==> config.mk <==
export PLATFORM = sky130hd
export DESIGN_NAME = wb_regfile
export DESIGN_NICKNAME = d
export VERILOG_FILES = /design/src/rtl/wb_regfile.sv
export SDC_FILE = /design/constraint.sdc
export NUM_CORES = 2
export LEC_CHECK = 0
export ABC_AREA = 1
export CORE_AREA = 2 2 384 386
export DETAILED_ROUTE_END_ITERATION = 6
export DIE_AREA = 0 0 386 388
export PLACE_DENSITY_LB_ADDON = 0.15
export SYNTH_ARGS = -nofsm -noshare
export SYNTH_HDL_FRONTEND = slang
export SYNTH_SLANG_ARGS = --single-unit
==> constraint.sdc <==
create_clock -name clk -period 1.9 [get_ports clk]
set_input_delay 0.19 -clock clk [delete_from_list [all_inputs] [get_ports clk]]
set_output_delay 0.19 -clock clk [all_outputs]
set_load 0.01 [all_outputs]
==> src/rtl/wb_regfile.sv <==
// wb_regfile: write-back stage and 32x32 register file.
//   Selects the write-back word (ALU result, load data or link address), commits it to the
//   register array, provides two combinational read ports for ID, and counts committed writes.
// Configuration macro: REGFILE_BYPASS_EN
//   defined   -> write-through bypass: a read of the register being committed this cycle
//                returns wb_data_out in the same cycle.
//   undefined -> reads always return the stored array value.
// Ports:
//   clk, rst               clock and synchronous active-high reset
//   reg_write_in           write enable from MEM/WB
//   mem_to_reg_in[1:0]     00 ALU, 01 memory, 10 link (PC+4), 11 reserved (no write)
//   data_from_memory_in    load data
//   alu_result_in          ALU result
//   write_reg_in           destination index
//   adder1_in              PC+4 link value
//   read_reg1/2            ID read indices
//   read_data1/2           ID read data (combinational)
//   wb_data_out            selected write-back data (combinational)
//   wb_commit_out          write committed this cycle (combinational)
//   wb_count_out           committed writes since reset (registered, wraps)
module wb_regfile #(
  parameter int unsigned DATA_W   = 32,
  parameter int unsigned NUM_REGS = 32,
  parameter int unsigned CNT_W    = 32
) (
  input  logic                        clk,
  input  logic                        rst,
  input  logic                        reg_write_in,
  input  logic [1:0]                  mem_to_reg_in,
  input  logic [DATA_W-1:0]           data_from_memory_in,
  input  logic [DATA_W-1:0]           alu_result_in,
  input  logic [$clog2(NUM_REGS)-1:0] write_reg_in,
  input  logic [DATA_W-1:0]           adder1_in,
  input  logic [$clog2(NUM_REGS)-1:0] read_reg1,
  input  logic [$clog2(NUM_REGS)-1:0] read_reg2,
  output logic [DATA_W-1:0]           read_data1,
  output logic [DATA_W-1:0]           read_data2,
  output logic [DATA_W-1:0]           wb_data_out,
  output logic                        wb_commit_out,
  output logic [CNT_W-1:0]            wb_count_out
);

  localparam int unsigned IdxW = $clog2(NUM_REGS);

  logic [DATA_W-1:0] regs_q [NUM_REGS];
  logic [DATA_W-1:0] regs_d [NUM_REGS];
  logic [CNT_W-1:0]  count_q, count_d;

  // Write-back data select; the reserved encoding yields zero.
  always_comb begin
    wb_data_out = '0;
    case (mem_to_reg_in)
      2'b00:   wb_data_out = alu_result_in;
      2'b01:   wb_data_out = data_from_memory_in;
      2'b10:   wb_data_out = adder1_in;
      default: wb_data_out = '0;
    endcase
  end

  assign wb_commit_out = reg_write_in && (write_reg_in != '0) && (mem_to_reg_in != 2'b11);

  always_comb begin
    regs_d  = regs_q;
    count_d = count_q;
    if (wb_commit_out) begin
      regs_d[write_reg_in] = wb_data_out;
      count_d              = count_q + {{(CNT_W-1){1'b0}}, 1'b1};
    end
  end

  // Reset wins over a simultaneous commit.
  always_ff @(posedge clk) begin
    if (rst) begin
      for (int i = 0; i < NUM_REGS; i++) begin
        regs_q[i] <= '0;
      end
      count_q <= '0;
    end else begin
      regs_q  <= regs_d;
      count_q <= count_d;
    end
  end

  assign wb_count_out = count_q;

  // Read ports: $0 is forced to zero ahead of any bypass.
  always_comb begin
    read_data1 = regs_q[read_reg1];
    read_data2 = regs_q[read_reg2];
`ifdef REGFILE_BYPASS_EN
    if (wb_commit_out && (read_reg1 == write_reg_in)) read_data1 = wb_data_out;
    if (wb_commit_out && (read_reg2 == write_reg_in)) read_data2 = wb_data_out;
`endif
    if (read_reg1 == IdxW'(0)) read_data1 = '0;
    if (read_reg2 == IdxW'(0)) read_data2 = '0;
  end

endmodule

==> flow_metrics.py <==
metrics = {
    "run_status": {
        "status": "finished with violations",
        "violations": "negative setup slack",
    },
    "setup_path": {
        "path_delay_family": "simple AND/OR/NAND/NOR gates",
        "path_buf_inv": 2,
        "crit_type": "flip-flop to output port",
        "path_depth": 10,
        "critPathLaunchType": "flip-flop",
        "r2r-end": "wb_count_out[18]$_SDFFE_PP0P_",
        "crit_path_frequent_cell": "nand2_2",
        "worstSetupEndpointType": "output port",
        "timing.rr.start": "wb_count_out[6]$_SDFFE_PP0P_",
        "r2r_cells": 8,
        "max_stage_delay_ns": 0.35,
        "crit_fanout": 3,
        "cp.arrival_ns": 2.12,
        "worstPathCellList": "nand2_1 -> nand3_1 -> nand3_2 -> nand2_2 -> nand2_2 -> nand3_2 -> nand2_2 -> nor2_1 -> buf_4 -> buf_6",
        "slowest_stage": "dfxtp_2",
        "regToRegSetupSlack_ns": 0.23,
        "crit_required_ns": 1.71,
    },
    "placement": {
        "gp_congestion": 0.959,
        "portBuffers": 244,
        "dp_hpwl_microns": 180000,
    },
    "synth": {
        "synthCells": 9781,
        "ys_seq_elements": 1056,
        "synthTopCellsByArea": "dfxtp_1 36%, nand2_1 18%, nand3_1 15%",
        "synth_area_per_cell_sq_um": 5.93,
        "seq_area_frac_synth_pct": 36.4,
        "synth_top_area_share_pct": 36.4,
        "netlist_area_sq_um": 58000,
        "synthesis.nets": 9898,
        "yosysMostFrequentCell": "nand2_1",
        "synth_edf_count": 0,
        "async_reset_ff_share_pct": 0,
        "synth_top_cell_by_area": "dfxtp_1",
        "ys.flop_type": "dfxtp_1",
        "yosysWarnings": 0,
        "ys_types": 31,
        "synth_common_cells": "2844 x nand2_1, 1780 x nor2_1, 1683 x nand3_1",
    },
    "cells_and_area": {
        "layout-drive-gt1-share_pct": 25.6,
        "multi_input_area_sq_um": 36100,
        "post-route-util_pct": 53.9,
        "area_growth_pct": 34.9,
        "final_net_count": 10341,
        "regArea_sq_um": 21900,
        "nFillCells": 14308,
    },
    "grt": {
        "grt_max_degree": 133,
        "grt_pass1_vias": 64803,
        "antenna_found_initial": 11,
        "overflow": 0,
        "grt_pass1_wl_microns": 415000,
        "grt.total_usage_pct": 36.1,
    },
    "die": {
        "ioPinCount": 245,
        "die_w_microns": 386,
        "die_y_microns": 388,
        "num_rows": 140,
        "initial_core_util_pct": 40.0,
        "dieArea_sq_um": 150000,
        "coreArea_sq_um": 145000,
    },
    "hold_path": {
        "holdCritStartpoint": "mem_to_reg_in[0]",
        "min_path_cells": 7,
        "hold_class": "primary input to flip-flop",
        "whs_endpoint": "regs_q[135]$_SDFFE_PP0P_",
    },
    "sta": {
        "fin_ws_ns": -0.413,
        "post-route-period-util_pct": 122,
        "max_clock_freq_mhz": 432,
        "final.min_clock_period_ns": 2.31,
        "finalHoldViolCount": 0,
        "grt_setup_unrepaired": "true",
        "skew_ns": 0.0137,
        "finalSetupViolCount": 64,
        "tightestPinTransition_ns": 0.658,
        "drv_slew": 0,
        "relSlewSlack_pct": 56.1,
    },
    "detailed_routing": {
        "via_count": 70687,
        "post_drt_wl_per_cell_microns": 23.0,
        "ant_nets": 0,
        "vias_per_cell": 5.77,
        "drc": 0,
        "drtIter0Drc": 9229,
        "detail_route.first_pass.iterations": 7,
        "finalWirelength_microns": 282000,
    },
    "clock_network": {
        "cts-root-buf": "clkbuf_16",
        "worstSkewPairLatency_ns": 0.77,
        "clkSinkCount": 1056,
        "clk_pin_slew_ns": 0.06,
        "cts_buffer_depth": 3,
        "h-tree-depth": 4,
        "cts_buffers": 130,
        "cts_tree": "yes",
    },
    "run": {
        "cap_violations": 0,
    },
    "power_and_ir_drop": {
        "power_mw": 58.1,
        "powerDensity_nw_per_um2": 743,
        "leakage_nw": 31.4,
        "vdd_drop_max_v": 0.000771,
    },
}
-- layout by cell type, fill, tap and decap left out, types with 8 or more instances in the layout --
cell / Yosys / final
a21oi_1: 378 / 329
a21oi_2: 0 / 46
buf_12: 0 / 244
buf_2: 106 / 21
buf_4: 2 / 664
buf_6: 0 / 85
bufinv_16: 0 / 9
clkbuf_1: 706 / 29
clkbuf_16: 0 / 139
clkbuf_8: 0 / 28
clkdlybuf4s50_1: 0 / 102
clkinv_1: 4 / 8
clkinv_2: 0 / 15
dfxtp_1: 1056 / 454
dfxtp_2: 0 / 594
dfxtp_4: 0 / 8
dlygate4sd2_1: 0 / 59
inv_1: 167 / 147
inv_2: 16 / 24
nand2_1: 2844 / 2528
nand2_2: 0 / 276
nand2_4: 1 / 41
nand3_1: 1683 / 1389
nand3_2: 0 / 278
nand3_4: 0 / 16
nand4_1: 12 / 12
nor2_1: 1780 / 1663
nor2_2: 7 / 62
nor2_4: 0 / 62
nor3_1: 11 / 11
o211ai_1: 38 / 38
o21ai_0: 868 / 837
o21ai_1: 19 / 49
-- registers in the layout, indices dropped and copies added (netlist names) --
register      flops
regs_q         1024
wb_count_out     32
-- where the power goes --
part           switching, mW  internal, mW
clock                   10.5          15.4
combinational           6.33          3.43
sequential             0.149          22.3
total                   16.9          41.2
-- through the flow --
step / cell area (sq um) / hold slack (ns) / TNS, ns / instances / setup slack (ns)
2_1_floorplan: 58000 / 0.416 / 0 / 9781 / 0.123
3_3_place_gp: 69500 / 0.428 / -410.15 / 11978 / -0.980
3_5_place_dp: 69500 / 0.432 / -424.73 / 11978 / -0.998
4_1_cts: 75700 / 0.283 / -20.21 / 12205 / -0.448
5_1_grt: 78200 / 0.270 / -23.42 / 12235 / -0.498
6_report: 78200 / 0.222 / -18.43 / 12241 / -0.413
-- how the worst max path moves through the flow --
| stage | startpoint | endpoint | slack (ns) |
|---|---|---|---|
| after floorplan | read_reg2[0] | read_data2[17] | 0.12 |
| after global placement | read_reg1[0] | read_data1[28] | -0.98 |
| after detailed placement | read_reg1[0] | read_data1[28] | -1.0 |
| after CTS | regs_q[170]$_SDFFE_PP0P_ | read_data2[10] | -0.45 |
| after global routing | regs_q[254]$_SDFFE_PP0P_ | read_data2[30] | -0.50 |
| final | regs_q[250]$_SDFFE_PP0P_ | read_data1[26] | -0.41 |
-- layer usage --
metal  vias to the layer above  routed length (microns)  track usage, %
li1                      32550                        -               -
met1                     33089                   114000            48.7
met4                         4                    15500            17.9
met2                      4238                   122000            54.6
met5                         -                       23               0
met3                       806                    29900            7.26
-- cell type report --
type / count / share of cell area [%]
clock inverters: 33 / 0.534
inverters: 187 / 0.968
flip-flops and latches: 1056 / 28.0
diodes: 6 / 0.0192
clock buffers: 193 / 5.00
multi-input cells: 7659 / 46.2
repair buffers: 1190 / 16.2
well taps: 1917 / 3.07
-- worst min-delay path: stages --
cell	delay [ns]
clkbuf_2	0.16
inv_4	0.08
nand3_1	0.12
a21oi_4	0.11
buf_4	0.16
nand3_1	0.06
a21oi_1	0.05
-- what timing repair did --
item / in CTS / in global routing
resized for setup: 1111 / 815
buffers inserted: 12 / 32
cloned: 1 / 2
endpoints found under the hold margin: 16 / 0
setup endpoints to repair: 128 / 72
pin swaps: 293 / 399
hold buffers: 1 / 0
-- cells by family after synthesis --
family,count (synthesis),synth area share (%)
simple gates,6344,44.8
fa+ha+maj,1,0.0216
compound gates,1311,11.5
flops,1056,36.4
xor+xnor,3,0.0453
buf+inv,1066,7.14
No activity file was read; power rests on OpenSTA's default activity.
